$ cat src/rtl/dmem_lsu_if.sv
// dmem_lsu_if: single-outstanding data-memory bus between the load/store unit
// (master) and the data memory (slave).
//
// Handshake: the master raises bus_req together with bus_we/bus_addr/bus_be/
// bus_wdata and holds all of them constant until the slave answers with a
// one-cycle bus_ack. bus_rdata is valid in that same ack cycle. Only one
// access is ever outstanding; bus_req drops in the cycle after the ack.
interface dmem_lsu_if;
  logic        bus_req;
  logic        bus_we;
  logic [31:0] bus_addr;
  logic [3:0]  bus_be;
  logic [31:0] bus_wdata;
  logic        bus_ack;
  logic [31:0] bus_rdata;

  modport master (
    output bus_req, bus_we, bus_addr, bus_be, bus_wdata,
    input  bus_ack, bus_rdata
  );

  modport slave (
    input  bus_req, bus_we, bus_addr, bus_be, bus_wdata,
    output bus_ack, bus_rdata
  );
endinterface

$ cat src/rtl/dmem_lsu.sv
// dmem_lsu: load/store unit. Takes MemRead/MemWrite from the control decoder,
// performs one access on the req/ack bus, stalls the core until it finishes
// and returns sign/zero-extended load data.
// Optional feature macro: LSU_MISALIGN_TRAP_EN (misaligned H/HU/W accesses
// become errors instead of being silently naturally aligned).
// dbg_state exposes the FSM state (0 IDLE, 1 REQ, 2 DONE).
module dmem_lsu #(
  parameter int unsigned TIMEOUT_CYC = 255
) (
  input  logic              clk,
  input  logic              rst_n,
  input  logic              mem_read,
  input  logic              mem_write,
  input  logic [2:0]        funct3,
  input  logic [31:0]       addr,
  input  logic [31:0]       wdata,
  output logic              stall,
  output logic [31:0]       load_data,
  output logic              load_valid,
  output logic              err,
  dmem_lsu_if.master        bus,
  output logic [1:0]        dbg_state
);

  typedef enum logic [1:0] {
    S_IDLE = 2'd0,
    S_REQ  = 2'd1,
    S_DONE = 2'd2
  } state_t;

  localparam logic [9:0] TO_LIM = 10'(TIMEOUT_CYC);

  state_t      state_q, state_d;
  logic [9:0]  cnt_q, cnt_d;
  logic [29:0] waddr_q, waddr_d;
  logic [1:0]  lo_q, lo_d;
  logic [2:0]  f3_q, f3_d;
  logic        we_q, we_d;
  logic [3:0]  be_q, be_d;
  logic [31:0] wdata_q, wdata_d;
  logic [31:0] ldata_q, ldata_d;
  logic        err_q, err_d;

  logic        req_legal;
  logic [3:0]  be_new;
  logic [31:0] wdata_new;
  logic [31:0] ext_data;
  logic [7:0]  byte_sel;
  logic [15:0] half_sel;
  logic [9:0]  cnt_inc;

  assign cnt_inc = cnt_q + 10'd1;

  // Classify the request presented in IDLE as legal or illegal.
  always_comb begin
    req_legal = 1'b1;
    if (mem_read && mem_write) begin
      req_legal = 1'b0;
    end else if (mem_read) begin
      req_legal = funct3 inside {3'b000, 3'b001, 3'b010, 3'b100, 3'b101};
    end else begin
      req_legal = funct3 inside {3'b000, 3'b001, 3'b010};
    end
`ifdef LSU_MISALIGN_TRAP_EN
    if (funct3[1:0] == 2'b01 && addr[0]) begin
      req_legal = 1'b0;
    end
    if (funct3[1:0] == 2'b10 && addr[1:0] != 2'b00) begin
      req_legal = 1'b0;
    end
`endif
  end

  // Byte enables and lane-replicated store data for a new request.
  always_comb begin
    be_new    = 4'b1111;
    wdata_new = wdata;
    case (funct3[1:0])
      2'b00: begin
        be_new    = 4'b0001 << addr[1:0];
        wdata_new = {4{wdata[7:0]}};
      end
      2'b01: begin
        be_new    = addr[1] ? 4'b1100 : 4'b0011;
        wdata_new = {2{wdata[15:0]}};
      end
      default: begin
        be_new    = 4'b1111;
        wdata_new = wdata;
      end
    endcase
  end

  // Pick the addressed byte/halfword out of the read word and extend it.
  always_comb begin
    byte_sel = bus.bus_rdata[7:0];
    half_sel = lo_q[1] ? bus.bus_rdata[31:16] : bus.bus_rdata[15:0];
    ext_data = bus.bus_rdata;
    case (lo_q)
      2'b00:   byte_sel = bus.bus_rdata[7:0];
      2'b01:   byte_sel = bus.bus_rdata[15:8];
      2'b10:   byte_sel = bus.bus_rdata[23:16];
      default: byte_sel = bus.bus_rdata[31:24];
    endcase
    case (f3_q[1:0])
      2'b00:   ext_data = {{24{~f3_q[2] & byte_sel[7]}}, byte_sel};
      2'b01:   ext_data = {{16{~f3_q[2] & half_sel[15]}}, half_sel};
      default: ext_data = bus.bus_rdata;
    endcase
  end

  // Next-state logic: IDLE accepts or rejects, REQ waits for ack or timeout,
  // DONE retires for exactly one cycle.
  always_comb begin
    state_d = state_q;
    cnt_d   = cnt_q;
    waddr_d = waddr_q;
    lo_d    = lo_q;
    f3_d    = f3_q;
    we_d    = we_q;
    be_d    = be_q;
    wdata_d = wdata_q;
    ldata_d = ldata_q;
    err_d   = err_q;
    case (state_q)
      S_IDLE: begin
        cnt_d   = 10'd0;
        err_d   = 1'b0;
        ldata_d = 32'd0;
        if (mem_read || mem_write) begin
          if (!req_legal) begin
            err_d   = 1'b1;
            state_d = S_DONE;
          end else begin
            waddr_d = addr[31:2];
            lo_d    = addr[1:0];
            f3_d    = funct3;
            we_d    = mem_write;
            be_d    = be_new;
            wdata_d = wdata_new;
            state_d = S_REQ;
          end
        end
      end
      S_REQ: begin
        if (bus.bus_ack) begin
          ldata_d = we_q ? 32'd0 : ext_data;
          err_d   = 1'b0;
          state_d = S_DONE;
        end else if (cnt_inc == TO_LIM) begin
          ldata_d = 32'd0;
          err_d   = 1'b1;
          cnt_d   = cnt_inc;
          state_d = S_DONE;
        end else begin
          cnt_d = cnt_inc;
        end
      end
      S_DONE: begin
        state_d = S_IDLE;
      end
      default: begin
        state_d = S_IDLE;
      end
    endcase
  end

  // State and access registers.
  always_ff @(posedge clk or negedge rst_n) begin
    if (!rst_n) begin
      state_q <= S_IDLE;
      cnt_q   <= 10'd0;
      waddr_q <= 30'd0;
      lo_q    <= 2'd0;
      f3_q    <= 3'd0;
      we_q    <= 1'b0;
      be_q    <= 4'd0;
      wdata_q <= 32'd0;
      ldata_q <= 32'd0;
      err_q   <= 1'b0;
    end else begin
      state_q <= state_d;
      cnt_q   <= cnt_d;
      waddr_q <= waddr_d;
      lo_q    <= lo_d;
      f3_q    <= f3_d;
      we_q    <= we_d;
      be_q    <= be_d;
      wdata_q <= wdata_d;
      ldata_q <= ldata_d;
      err_q   <= err_d;
    end
  end

  // Stall is gated by rst_n so every output reads 0 while reset is held,
  // even if the decoder strobes stay asserted.
  assign stall = rst_n & (((state_q == S_IDLE) & (mem_read | mem_write)) |
                          (state_q == S_REQ));
  assign load_valid = (state_q == S_DONE) & ~err_q & ~we_q;
  assign err        = (state_q == S_DONE) & err_q;
  assign load_data  = load_valid ? ldata_q : 32'd0;

  assign bus.bus_req   = (state_q == S_REQ);
  assign bus.bus_we    = we_q;
  assign bus.bus_addr  = {waddr_q, 2'b00};
  assign bus.bus_be    = be_q;
  assign bus.bus_wdata = wdata_q;

  assign dbg_state = state_q;

endmodule

$ cat src/flat_wrapper.sv
// flat-port wrapper written by rule: the top's interface ports become plain ports
module dmem_lsu_flat 
#(
  parameter int unsigned TIMEOUT_CYC = 255
)
  (clk, rst_n, mem_read, mem_write, funct3, addr, wdata, stall, load_data, load_valid, err, dbg_state, bus_bus_req, bus_bus_we, bus_bus_addr, bus_bus_be, bus_bus_wdata, bus_bus_ack, bus_bus_rdata);
  dmem_lsu_if bus_i ();
  input  logic clk;
  input  logic rst_n;
  input  logic mem_read;
  input  logic mem_write;
  input  logic [2:0] funct3;
  input  logic [31:0] addr;
  input  logic [31:0] wdata;
  output logic stall;
  output logic [31:0] load_data;
  output logic load_valid;
  output logic err;
  output logic [1:0] dbg_state;
  output wire logic [$bits(bus_i.bus_req)-1:0] bus_bus_req;
  output wire logic [$bits(bus_i.bus_we)-1:0] bus_bus_we;
  output wire logic [$bits(bus_i.bus_addr)-1:0] bus_bus_addr;
  output wire logic [$bits(bus_i.bus_be)-1:0] bus_bus_be;
  output wire logic [$bits(bus_i.bus_wdata)-1:0] bus_bus_wdata;
  input wire logic [$bits(bus_i.bus_ack)-1:0] bus_bus_ack;
  input wire logic [$bits(bus_i.bus_rdata)-1:0] bus_bus_rdata;
  assign bus_bus_req = bus_i.bus_req;
  assign bus_bus_we = bus_i.bus_we;
  assign bus_bus_addr = bus_i.bus_addr;
  assign bus_bus_be = bus_i.bus_be;
  assign bus_bus_wdata = bus_i.bus_wdata;
  assign bus_i.bus_ack = bus_bus_ack;
  assign bus_i.bus_rdata = bus_bus_rdata;
  dmem_lsu #(.TIMEOUT_CYC(TIMEOUT_CYC)) u_core (.clk(clk), .rst_n(rst_n), .mem_read(mem_read), .mem_write(mem_write), .funct3(funct3), .addr(addr), .wdata(wdata), .stall(stall), .load_data(load_data), .load_valid(load_valid), .err(err), .bus(bus_i), .dbg_state(dbg_state));
endmodule
$ cat config.mk
export PLATFORM = sky130hd
export DESIGN_NAME = dmem_lsu_flat
export DESIGN_NICKNAME = d
export VERILOG_FILES = /design/src/rtl/dmem_lsu_if.sv /design/src/rtl/dmem_lsu.sv /design/src/flat_wrapper.sv
export SDC_FILE = /design/constraint.sdc
export NUM_CORES = 1
export LEC_CHECK = 0
export CORE_ASPECT_RATIO = 0.5
export CORE_UTILIZATION = 47
export CTS_CLUSTER_SIZE = 10
export DETAILED_ROUTE_END_ITERATION = 10
export PLACE_DENSITY = 0.88
export SYNTH_ARGS = -nofsm -noshare
export SYNTH_HDL_FRONTEND = slang
export SYNTH_SLANG_ARGS = --single-unit
$ cat constraint.sdc
create_clock -name clk -period 2.8 [get_ports clk]
set_input_delay 0.42 -clock clk [delete_from_list [all_inputs] [get_ports clk]]
set_output_delay 0.42 -clock clk [all_outputs]
set_load 0.02 [all_outputs]
## Word-level counts from Yosys, hierarchy flattened

Cells that the tools add are included.

- Register bits after elaboration: 117
- Bits of input ports: 104
- Output and inout bits: 107
- Word-level logic and storage cells: 77

- $add $sub $neg: 1
- Eq/ne operators: 14
- Shift-type cells: 1
- Multiplexer cells: 25
- Bitwise logic cells: 12
- Reductions and logical operators: 14

Operators with widths:

| cell | count |
|---|---|
| 32-bit one-hot mux with 2 select lines | 3 |
| 32-bit 2-to-1 mux | 4 |
| 8-bit one-hot mux with 3 select lines | 1 |
| 10-bit one-hot mux with 2 select lines | 1 |
| 16-bit 2-to-1 mux | 1 |
| 10-bit by 1-bit adder with 10-bit output (second input constant) | 1 |
| 10-bit by 8-bit equality test with 1-bit output (second input constant) | 1 |
| 10-bit 2-to-1 mux | 1 |
| 2-bit by 1-bit equality test with 1-bit output (second input constant) | 4 |
| 2-bit logical NOT | 4 |
| 2-bit 2-to-1 mux | 4 |
| 4-bit one-hot mux with 2 select lines | 1 |
| 1-bit AND | 7 |
| 3-bit equality test (second input constant) | 2 |
| 1-bit 2-to-1 mux | 6 |
| 2-bit AND reduction | 3 |
| 5-bit nonzero test | 1 |
| 2-bit equality test (second input constant) | 2 |
| 4-bit 2-to-1 mux | 1 |
| 2-bit one-hot mux with 2 select lines | 1 |
| 1-bit by 2-bit << shifter with 4-bit output (first input constant) | 1 |
| 3-bit by 1-bit equality test with 1-bit output (second input constant) | 1 |
| 3-bit by 2-bit equality test with 1-bit output (second input constant) | 1 |
| 3-bit logical NOT | 1 |
| other kinds (11) | 14 |

## Depth between registers and ports, before layout

Gate-level depths: netlist of the first run.

- Word-level depth: 7
- Gate-level depth with buffers: 9
- Mapped depth without buffers: 6

## Least setup slack after synthesis of the first run

No wires, ideal clock.

- Kind: reg2out
- Start: reg u_core.state_q[0], in the netlist u_core.dbg_state[0]
- End: out load_data[22]
- Arrival: 1870 ps
- Data required time: 2380 ps
- Path slack: 510 ps
- Stages on the path, launching flop included: 5
- Buffers on the path: 2
- Path through: dfrtp_1 > buf_2 > nor4b_1 > clkbuf_1 > and2_1

- Longest elaborated chain between the ends: 4

Ends and longest elaborated chain:

| what | RTL line | text |
|---|---|---|
| start: declaration | dmem_lsu.sv:33 | `state_t state_q, state_d;` |
| start signal: assignment | dmem_lsu.sv:182 | `state_q <= state_d;` |
| 2-bit equality test | dmem_lsu.sv:199 | `assign load_valid = (state_q == S_DONE) & ~err_q & ~we_q;` |
| 1-bit AND (2 in series) | dmem_lsu.sv:199 |  |
| via load_valid | flat_wrapper.sv:17 | `output logic load_valid;` |
| 32-bit 2-to-1 mux | dmem_lsu.sv:201 | `assign load_data = load_valid ? ldata_q : 32'd0;` |
| end: declaration | flat_wrapper.sv:16 | `output logic [31:0] load_data;` |

The timed path passes the listed nets, and every way through them passes these cells.

## Final worst setup path of the first run

- Start: reg u_core.we_q, in the netlist u_core.bus.bus_we
- End: out load_data[13]

- Longest elaborated chain between the ends: 3

Ends and longest elaborated chain:

| what | RTL line | text |
|---|---|---|
| start: declaration | dmem_lsu.sv:38 | `logic we_q, we_d;` |
| start signal: assignment | dmem_lsu.sv:187 | `we_q <= we_d;` |
| 1-bit inverter | dmem_lsu.sv:199 |  |
| 1-bit AND | dmem_lsu.sv:199 |  |
| 32-bit 2-to-1 mux | dmem_lsu.sv:201 |  |

No other way between the ends.

==> metrics.md, run 1 <==
| Metric | Value |
|---|---|
| Status | `completed` |
| Yosys reg bits | `117` |
| Max-slew violation count | `0` |
| Detailed-route wire length | `19300 microns` |
| Combinational Power Share | `43.6%` |
| Maximum vdd ir drop | `0.000650 V` |
| Final-stage net count | `1038` |
| Worst setup startpoint | `u_core.bus.bus_we` |
| Seq pwr share | `32.0%` |
| Ports | `211` |
| First-pass DRT Iterations | `5` |
| Reg2Reg Depth | `6` |
| Final period utilization | `95.5%` |
| Syn avg cell area | `8.77 sq um` |
| Hold buffers post-CTS | `0` |
| Switching share of power | `39.5%` |
| # Post-CTS Setup Buffers | `0` |
| Drt wl/cell | `17.0 microns` |
| CTS tree | `yes` |
| Port buffer count | `208` |
| End of the critical path | `load_data[13]` |
| Cell area after layout | `9320 sq um` |
| Count of cell types in the netlist | `56` |
| Register-to-register setup slack | `0.52 ns` |
| Max Cap Viol | `0` |
| DP HPWL | `13300 microns` |
| Vias in the first global route | `6272` |
| Root buf cell | `clkbuf_16` |
| GRT Total Usage | `27.6%` |
| Sw power | `0.00339 W` |
| Fill count | `1037` |
| Critical Path End Type | `output pin` |
| Buf+Inv Stages, Crit Path | `2` |
| CTS Sinks | `117` |
| GPL Wtd Cong | `0.920` |
| RR Endpoint | `u_core.ldata_q[17]` |
| Cell internal pwr | `0.00518 W` |
| DRT iter0 DRCs | `481` |
| DRC | `0` |
| First-pass GRT wire length | `31300 microns` |
| Worst-margin pin slew | `0.943 ns` |
| P&R area growth vs syn | `42.5%` |
| Cells after Synth | `746` |
| Synthesis Warnings | `0` |
| Max Clk Rate | `0.374 GHz` |
| Unrepaired setup endpoints after global routing | `no` |
| Seq/Total Area, Yosys | `44.8%` |
| Vias/cell | `5.47` |
| EDFF count, synth | `0` |
| GRT overflow | `0` |
| Clock latency on the worst-skew pair | `0.41 ns` |
| Die X | `169 microns` |
| CTS Buf Count | `17` |
| Crit-path slowest cell | `clkdlybuf4s50_1` |
| Clock transition at path regs | `0.06 ns` |
| Worst EP required | `2.38 ns` |
| Max FO, Critical Path | `28` |
| Inserted Diodes | `0` |
| Rows | `30` |
| Setup TNS Final | `0 ns` |
| Delay-heaviest family, CP | `buffers and inverters` |
| Placed instance area | `8750 sq um` |
| Worst EP arrival | `2.25 ns` |
| CP max stage delay | `0.61 ns` |
| Slew HR | `36.9%` |
| Async set-reset flop share out of synthesis | `100%` |
| Maximum buffer depth of the clock tree | `2` |
| Largest net degree at the start of global routing | `118` |
| Top FF cell, synth | `dfrtp_1` |
| Initial Util | `48.3%` |
| Clock Skew | `0.0137 ns` |
| Critical path class | `reg2out` |
| Final hold violation count | `0` |
| Stages on the worst setup path | `4` |
| Startpoint types | `flip-flop` |
| Hold Crit Class | `in2async` |
| Die area | `14400 sq um` |
| Initial antenna violation count | `0` |
| Worst r2r src | `u_core.dbg_state[0]` |
| Clock share of power | `24.4%` |
| Post_cts resized | `0` |
| Critical-path cell list | `nor4b_2 > buf_6 > and2_1 > clkdlybuf4s50_1` |
| Minimum clock period | `2.67 ns` |
| H-tree Lvls | `4` |
| Setup violators final | `0` |
| Mapped Area | `6540 sq um` |
| Core Footprint | `13600 sq um` |
| Layout cells sized above 1 | `10.5%` |
| Die height | `85.4 microns` |
| Antenna viol nets, final | `0` |
| Vias | `6217` |
| Power per Cell Area | `920 nW/um^2` |
| Leakage power | `4.05 nW` |
==> through the flow <==
| step | hold WS, ns | instances | power [W] | worst slack (ns) | utilization (%) |
|---|---|---|---|---|---|
| after global placement | 0.458 | 1105 | 0.00633 | 0.381 | 64.6 |
| after detailed placement | 0.461 | 1105 | 0.00646 | 0.207 | 64.6 |
| after floorplan | 0.124 | 747 | 0.00472 | 0.510 | - |
| after global routing | 0.200 | 1137 | 0.00905 | 0.0408 | 68.8 |
| after CTS | 0.187 | 1137 | 0.00859 | 0.0797 | 68.8 |
| final | 0.157 | 1137 | 0.00857 | 0.126 | 68.8 |
==> synth_stat cells, types with 5 or more instances <==
cell | instances | area share, %
a31oi_1 | 15 | 1.4
dfrtp_1 | 117 | 45
and2_1 | 32 | 3.1
and3b_1 | 6 | 0.80
o211ai_2 | 6 | 1.1
nor2_1 | 31 | 1.8
o21ai_0 | 48 | 3.7
nand2_1 | 214 | 12
a22oi_1 | 17 | 2.0
nand2b_1 | 16 | 1.5
buf_2 | 5 | 0.38
a211oi_1 | 8 | 0.92
buf_6 | 6 | 1.0
o31ai_2 | 23 | 4.4
a21oi_1 | 31 | 2.4
mux2i_1 | 31 | 4.7
inv_1 | 13 | 0.75
nor2b_1 | 9 | 0.86
o221ai_1 | 6 | 0.80
clkbuf_1 | 45 | 2.6
nand3b_1 | 10 | 1.1
==> layout by cell type, fill, tap and decap left out, types with 3 or more instances in the layout <==
cell               n
a211oi_1           8
a21oi_1           31
a22oi_1           17
a31oi_1           15
and2_1            32
and3b_1            6
buf_4             18
clkbuf_16         17
clkdlybuf4s50_1  206
clkinv_2           3
clkinv_4           4
clkinvlp_4         4
dfrtp_1          117
inv_1             13
mux2_2             3
mux2i_1           31
nand2_1          214
nand2b_1          16
nand3_1            4
nand3b_1          10
nor2_1            31
nor2b_1            9
nor3_1             4
o211ai_2           6
o21ai_0           48
o221ai_1           6
o31ai_2           23
==> worst reg2reg max path: stages, from the launching register on <==
cell and delay (ns):
dfrtp_1 0.37, buf_4 0.40, nor2b_1 0.24, nand3b_1 0.15, a21oi_2 0.69, a22oi_1 0.21, o31ai_2 0.12
==> cells by family after synthesis <==
logic type | Yosys count | share of synthesized area [%]
xor+xnor | 2 | 0.268
buf+inv | 75 | 5.26
fa+ha+maj | 2 | 0.382
flops | 117 | 44.8
mux | 36 | 5.95
simple gates | 339 | 23.8
other cells | 1 | 0.0573
compound gates | 174 | 19.5
==> worst min path at each step <==
stage,to
5_1_grt,u_core.ldata_q[25]
6_report,u_core.ldata_q[19]
3_3_place_gp,u_core.waddr_q[5]
2_1_floorplan,u_core.bus.bus_be[0]
3_5_place_dp,u_core.waddr_q[22]
4_1_cts,u_core.ldata_q[25]
==> final cells by class <==
class / count / area (sq um) / area share (%)
clock buffers: 18 / 439 / 4.71
clock inverters: 14 / 128 / 1.37
well taps: 192 / 240 / 2.58
repair buffers: 228 / 2250 / 24.2
multi-input cells: 555 / 3290 / 35.3
inverters: 13 / 48.8 / 0.523
flip-flops and latches: 117 / 2930 / 31.4
==> sequential cells by signal, summed over array words and instances, names as in the netlist <==
signal,cells
u_core.waddr_q,30
u_core.lo_q,2
u_core.cnt_q,10
u_core.bus.bus_wdata,32
u_core.err_q,1
u_core.dbg_state,2
u_core.bus.bus_we,1
u_core.ldata_q,32
u_core.f3_q,3
u_core.bus.bus_be,4
==> power by group through the flow <==
stage / logic (W) / clock network, W / registers [W]
finish: 0.00374 / 0.00209 / 0.00275
global route: 0.00402 / 0.00220 / 0.00283
CTS: 0.00374 / 0.00211 / 0.00274
detailed placement: 0.00371 / 0 / 0.00275
global placement: 0.00361 / 0 / 0.00272
floorplan: 0.00147 / 0 / 0.00325
==> layer usage <==
metal  track usage, %  part of all wire, %
met3             6.20                  6.8
met1             33.7                   40
met4             13.7                  3.4
met2             46.5                   50
met5                0                    0
No activity file was read; power rests on OpenSTA's default activity.
==> inputs of run 2 (changes only) <==
--- a/config.mk
+++ b/config.mk
@@ -7,6 +7,7 @@
 export LEC_CHECK = 0
 export CORE_ASPECT_RATIO = 0.5
 export CORE_UTILIZATION = 47
+export CTS_CLUSTER_DIAMETER = 40
 export CTS_CLUSTER_SIZE = 10
 export DETAILED_ROUTE_END_ITERATION = 10
 export PLACE_DENSITY = 0.88
==> results of run 2 <==
Same layout as run 1: the final DEF is identical, and so are final timing and power.
==> inputs of run 3 (changes only) <==
--- a/config.mk
+++ b/config.mk
@@ -6,6 +6,7 @@
 export NUM_CORES = 1
 export LEC_CHECK = 0
 export CORE_ASPECT_RATIO = 0.5
+export CORE_MARGIN = 3
 export CORE_UTILIZATION = 47
 export CTS_CLUSTER_DIAMETER = 40
 export CTS_CLUSTER_SIZE = 10
==> metrics.md, run 3 (same netlist as run 1, synthesis figures left out) <==
| Metric | Value |
|---|---|
| Clock share of power | `26.9% (+2.5 points)` |
| Slew HR | `38.5% (+1.6 points)` |
| Cell internal pwr | `0.00543 W (+4.8%)` |
| Vias | `6328 (+1.8%)` |
| DRT iter0 DRCs | `432 (-10%)` |
| Root buf cell | `clkbuf_16` |
| Worst EP arrival | `2.24 ns (about the same)` |
| Setup TNS Final | `0 ns (unchanged)` |
| Initial antenna violation count | `0 (unchanged)` |
| Most frequent cells in the layout | `214 x nand2_1, 206 x clkdlybuf4s50_1, 116 x dfrtp_1` |
| Post_cts resized | `0 (unchanged)` |
| Uppermost routed layer | `met4` |
| Worst-margin pin slew | `0.919 ns (-0.0246 ns)` |
| Port buffer count | `208 (unchanged)` |
| Setup violators final | `0 (unchanged)` |
| Ports | `211 (unchanged)` |
| Hold Crit Class | `in2async` |
| Reg2Reg Depth | `6 (unchanged)` |
| DP HPWL | `13600 microns (+2.1%)` |
| Max-slew violation count | `0 (unchanged)` |
| Length of routed met2 wiring | `10400 microns (+7.2%)` |
| Sw power | `0.00340 W (+0.23%)` |
| Startpoint types | `flip-flop` |
| Power per Cell Area | `944 nW/um^2 (+2.6%)` |
| Status | `completed` |
| Post-Layout Cell Count | `1126 (-0.97%)` |
| Initial Util | `49.8% (+1.5 points)` |
| Hold buffers post-CTS | `0 (unchanged)` |
| Layout cells sized above 1 | `10.1% (-0.37 points)` |
| GRT Total Usage | `26.0% (-1.6 points)` |
| Unrepaired setup endpoints after global routing | `no` |
| Detailed-route wire length | `20300 microns (+5.1%)` |
| Clock Skew | `0.0107 ns (-0.00294 ns)` |
| CTS tree | `yes` |
| Clock transition at path regs | `0.06 ns (about the same)` |
| M1 wire length | `8120 microns (+5.6%)` |
| Final-stage net count | `1033 (-0.48%)` |
| Combinational Power Share | `41.9% (-1.7 points)` |
| Vias/cell | `5.62 (+2.8%)` |
| Register-to-register setup slack | `0.56 ns (+0.04 ns)` |
| Rows | `29 (-3.3%)` |
| Largest net degree at the start of global routing | `118 (unchanged)` |
| RR Endpoint | `u_core.ldata_q[27]` |
| CTS Sinks | `117 (unchanged)` |
| Vias in the first global route | `6367 (+1.5%)` |
| Max Cap Viol | `0 (unchanged)` |
| GPL Wtd Cong | `0.911 (-0.99%)` |
| DRC | `0 (unchanged)` |
| Antenna viol nets, final | `0 (unchanged)` |
| First-pass GRT wire length | `32100 microns (+2.8%)` |
| H-tree Lvls | `4 (unchanged)` |
| Max FO, Critical Path | `33 (+18%)` |
| CTS Buf Count | `17 (unchanged)` |
| Switching share of power | `38.5% (-1.1 points)` |
| First-pass DRT Iterations | `7 (+2)` |
| Die area | `15500 sq um (+7.2%)` |
| Maximum vdd ir drop | `0.000570 V (-12%)` |
| Placed cells | `1094 (-1.0%)` |
| Met3 wire len | `1240 microns (-6.1%)` |
| Inserted Diodes | `0 (unchanged)` |
| Critical Path End Type | `output pin` |
| Clock latency on the worst-skew pair | `0.42 ns (about the same)` |
| Drt wl/cell | `18.0 microns (+6.1%)` |
| Maximum buffer depth of the clock tree | `2 (unchanged)` |
| Commonest non-fill, non-tap cell in the layout | `nand2_1` |
| Die height | `89.4 microns (+4.7%)` |
| Final period utilization | `95.1% (-0.36 points)` |
| Die X | `173 microns (+2.4%)` |
| # Post-CTS Setup Buffers | `0 (unchanged)` |
| GRT overflow | `0 (unchanged)` |
| Worst EP required | `2.38 ns (about the same)` |
| Critical path class | `reg2out` |
| Seq pwr share | `31.2% (-0.8 points)` |
| Max Clk Rate | `0.375 GHz (+0.38%)` |
| Final hold violation count | `0 (unchanged)` |
| Core Footprint | `13100 sq um (-3.1%)` |
| Worst r2r src | `u_core.lo_q[1]` |
| Leakage power | `4.07 nW (+0.40%)` |
| P&R area growth vs syn | `43.1%` |
| Minimum clock period | `2.66 ns (-0.0102 ns)` |
-- run 3: power by group through the flow --
stage | Clock [W] | Sequential [W] | Combinational [W]
4_1_cts | 0.00240 | 0.00275 | 0.00372
5_1_grt | 0.00247 | 0.00284 | 0.00400
3_3_place_gp | 0 | 0.00274 | 0.00358
6_report | 0.00237 | 0.00276 | 0.00370
3_5_place_dp | 0 | 0.00276 | 0.00369
2_1_floorplan | 0 | 0.00325 | 0.00147
-- run 3: stage by stage --
stage / power [W] / setup WS [ns] / cell area (sq um) / hold slack, ns / util [%]
finish: 0.00883 / 0.136 / 9360 / 0.136 / 71.3
global route: 0.00931 / 0.000309 / 9360 / 0.195 / 71.3
CTS: 0.00887 / 0.140 / 9360 / 0.164 / 71.3
detailed placement: 0.00645 / 0.268 / 8720 / 0.463 / 66.4
global placement: 0.00632 / 0.405 / 8720 / 0.457 / 66.4
floorplan: 0.00472 / 0.510 / 6550 / 0.124 / -
-- run 3: worst max-delay path by stage --
stage                   startpoint              to  slack [ns]  depth (start not counted)
6_report              u_core.err_q   load_data[20]        0.14                          4
5_1_grt          u_core.bus.bus_we   load_data[14]      0.0003                          4
4_1_cts               u_core.err_q   load_data[20]        0.14                          4
3_5_place_dp              mem_read  u_core.lo_q[1]        0.27                          7
3_3_place_gp              mem_read  u_core.lo_q[1]        0.40                          7
2_1_floorplan  u_core.dbg_state[0]   load_data[22]        0.51                          4
-- run 3: area by class of cell --
type                       count  area (sq um)
fill                         990          3770
multi-input combinational    555          3290
sequential                   117          2930
timing repair buffer         223          2220
clock buffer                  18           439
tap                          186           233
clock inverter                14           200
inverter                      13          48.8
-- run 3: per-layer routing --
layer	global-route usage, %	vias up
met5	0	-
met4	12.7	0
met3	6.06	50
met2	47.0	258
met1	30.2	3102
li1	-	2918
-- run 3: critical path: stages, from the launching register on --
cell and delay [ns]:
dfrtp_1 0.41, nor4b_2 0.25, buf_4 0.33, and2_1 0.19
clkdlybuf4s50_1 0.63
==> edit: new RTL, settings of run 2 <==
`waddr_q`, `be_q`, `wdata_q` and `ldata_q` no longer have a reset.
--- a/src/rtl/dmem_lsu.sv
+++ b/src/rtl/dmem_lsu.sv
@@ -170,26 +170,25 @@
     if (!rst_n) begin
       state_q <= S_IDLE;
       cnt_q   <= 10'd0;
-      waddr_q <= 30'd0;
       lo_q    <= 2'd0;
       f3_q    <= 3'd0;
       we_q    <= 1'b0;
-      be_q    <= 4'd0;
-      wdata_q <= 32'd0;
-      ldata_q <= 32'd0;
       err_q   <= 1'b0;
     end else begin
       state_q <= state_d;
       cnt_q   <= cnt_d;
-      waddr_q <= waddr_d;
       lo_q    <= lo_d;
       f3_q    <= f3_d;
       we_q    <= we_d;
-      be_q    <= be_d;
-      wdata_q <= wdata_d;
-      ldata_q <= ldata_d;
       err_q   <= err_d;
     end
+  end
+
+  always_ff @(posedge clk) begin
+    waddr_q <= waddr_d;
+    be_q    <= be_d;
+    wdata_q <= wdata_d;
+    ldata_q <= ldata_d;
   end
 
   // Stall is gated by rst_n so every output reads 0 while reset is held,
Function: changed (Yosys sat finds a counterexample within 4 cycles, from zero or initial values and one cycle with rst_n low).
==> edit against run 2 <==
Power fell by 21%; synthesized area fell by 17%; final cell count fell by 28%; via count fell by 27%; maximum frequency fell by 0.46%; clock skew fell by 0.0085 ns; worst setup slack got worse by 0.012 ns; routed wire length fell by 18%; sequential cell count did not move; highest routed layer unchanged; cell area fell by 11%; largest cell class is now flip-flops and latches.
==> edit: results (changes against run 2) <==
stage,metric,value,unit,change
layout,multi-input gate count,273,,was 555
yosys,sequential share of the synthesized area,62.80,%,was 44.76%
worst_setup_path,Worst Path Arrival,2.27,ns,was 2.25 ns
routing,met2 WL,7953,um,was 9653 um
pwr,VDD IR max,0.5000,mV,was 0.6504 mV
yosys,"area leader, netlist",edfxtp_1,,was dfrtp_1
global_route,initial antenna violation count,1,,was 0
worst_setup_path,maximum fanout along the worst path,33,,was 28
global_route,M2 GR Usage,46.32,%,was 46.54%
timing,Clock Skews,0.005164,ns,was 0.01368 ns
timing,normalized max-slew margin,49.32,%,was 36.89%
yosys,Synth async-reset ratio,16.24,%,was 100.0%
global_route,GRT met3 Usage,7.951,%,was 6.203%
worst_setup_path,Reg2Reg Capture Point,u_core.ldata_q[15],,was u_core.ldata_q[17]
layout,CLK BUF,17,,was 18
layout,multi-input combinational area share,22.08,%,was 35.25%
yosys,Yosys reg bits,117,,unchanged
yosys,number of synthesized flops with an enable pin,98,,was 0
layout,Final #Nets,760,,was 1038
layout,Non-clk invs,22,,was 13
placement,Placer Congestion,0.8643,,was 0.9202
worst_setup_path,Reg2Reg Launch Point,u_core.cnt_q[0],,was u_core.dbg_state[0]
layout,largest cell class by area,flip-flops and latches,,was multi-input gates
global_route,first-pass GRT wire length,23980,um,was 31280 um
global_route,GR met1 Demand/Resource,30.34,%,was 33.71%
pwr,Leak,3.112,nW,was 4.052 nW
global_route,via count of the first global-routing pass,4548,,was 6272
routing,met3 WL,1385,um,was 1318 um
global_route,largest net degree at the start of global routing,44,,was 118
layout,Inserted Diodes,1,,was 0
layout,nonclk buf count,223,,was 228
worst_setup_path,cells on worst reg2reg path,7,,was 6
layout,layout cells sized above 1,14.09,%,was 10.48%
routing,Post-Route WL,15780,um,was 19330 um
routing,Met1 Routed Length,5862,um,was 7691 um
yosys,"top cells by area, synth","edfxtp_1 54%, dfrtp_1 8.7%, mux2_2 5.6%",,"was dfrtp_1 45%, nand2_1 12%, mux2i_1 4.7%"
layout,register area,0.003421,mm^2,was 0.002928 mm^2
worst_setup_path,register-to-register setup slack,0.21,ns,was 0.52 ns
pwr,Clock power frac,31.7,%,was 24.4%
pwr,Sw Pwr,0.002234,W,was 0.003391 W
placement,Detail Placement HPWL,10590,um,was 13330 um
status,outcome,"finished, final reports clean",,unchanged
cts,post-cts resize count,1,,was 0
layout,clock-cell share of area,6.992,%,was 6.079%
routing,via density per instance,5.549,,was 5.468
yosys,Post-synth top cells,"98 x edfxtp_1, 49 x nand2_1, 33 x and2_1",,"was 214 x nand2_1, 117 x dfrtp_1, 48 x o21ai_0"
global_route,Tot GR Track Use,26.70,%,was 27.59%
cts,clk buf depth,2,,unchanged
routing,1st-iter DRT viols,429,,was 481
layout,signal buffers share of area,26.57,%,was 24.17%
layout,Fill cells,708,,was 1037
==> edit: cell types whose count changed in the layout (fill, tap and decap cells not counted), moves of 23 or more <==
cell	run 2	this run
o31ai_2	23	0
nand2_1	214	49
edfxtp_1	0	98
dfrtp_1	117	17
mux2_2	3	26
==> edit: cell families (layout without fill, tap and decap cells) <==
logic type,count (synthesis),count (layout),share of synthesized area [%]
simple gates,131,131,13.01
flops,117,117,62.80
compound gates,99,99,11.82
buf+inv,50,277,4.069
mux,38,38,7.609
fa+ha+maj,2,2,0.4597
other cells,1,3,0.06890
xor+xnor,1,1,0.1609
==> edit: metrics by stage <==
stage | worst slack (ns) | power [W] | instance area [um^2] | instances | hold slack [ns]
global route | 0.03215 | 0.007084 | 8320 | 813 | 0.3891
CTS | 0.02654 | 0.006798 | 8313 | 812 | 0.3671
finish | 0.1140 | 0.006804 | 8320 | 813 | 0.3654
floorplan | 0.1449 | 0.003765 | 5475 | 440 | 0.1244
global placement | 0.3978 | 0.004549 | 7730 | 780 | 0.5117
detailed placement | 0.3197 | 0.004624 | 7730 | 780 | 0.5213
==> edit: worst max path at each step <==
| stage | from | endpoint | slack (ns) | cells past startpoint |
|---|---|---|---|---|
| 3_5_place_dp | u_core.cnt_q[0] | u_core.ldata_q[21] | 0.32 | 7 |
| 6_report | u_core.dbg_state[0] | load_data[19] | 0.11 | 4 |
| 2_1_floorplan | funct3[1] | u_core.lo_q[0] | 0.14 | 5 |
| 3_3_place_gp | u_core.cnt_q[0] | u_core.ldata_q[21] | 0.40 | 7 |
| 4_1_cts | u_core.dbg_state[0] | load_data[19] | 0.03 | 4 |
| 5_1_grt | u_core.dbg_state[0] | load_data[19] | 0.03 | 4 |
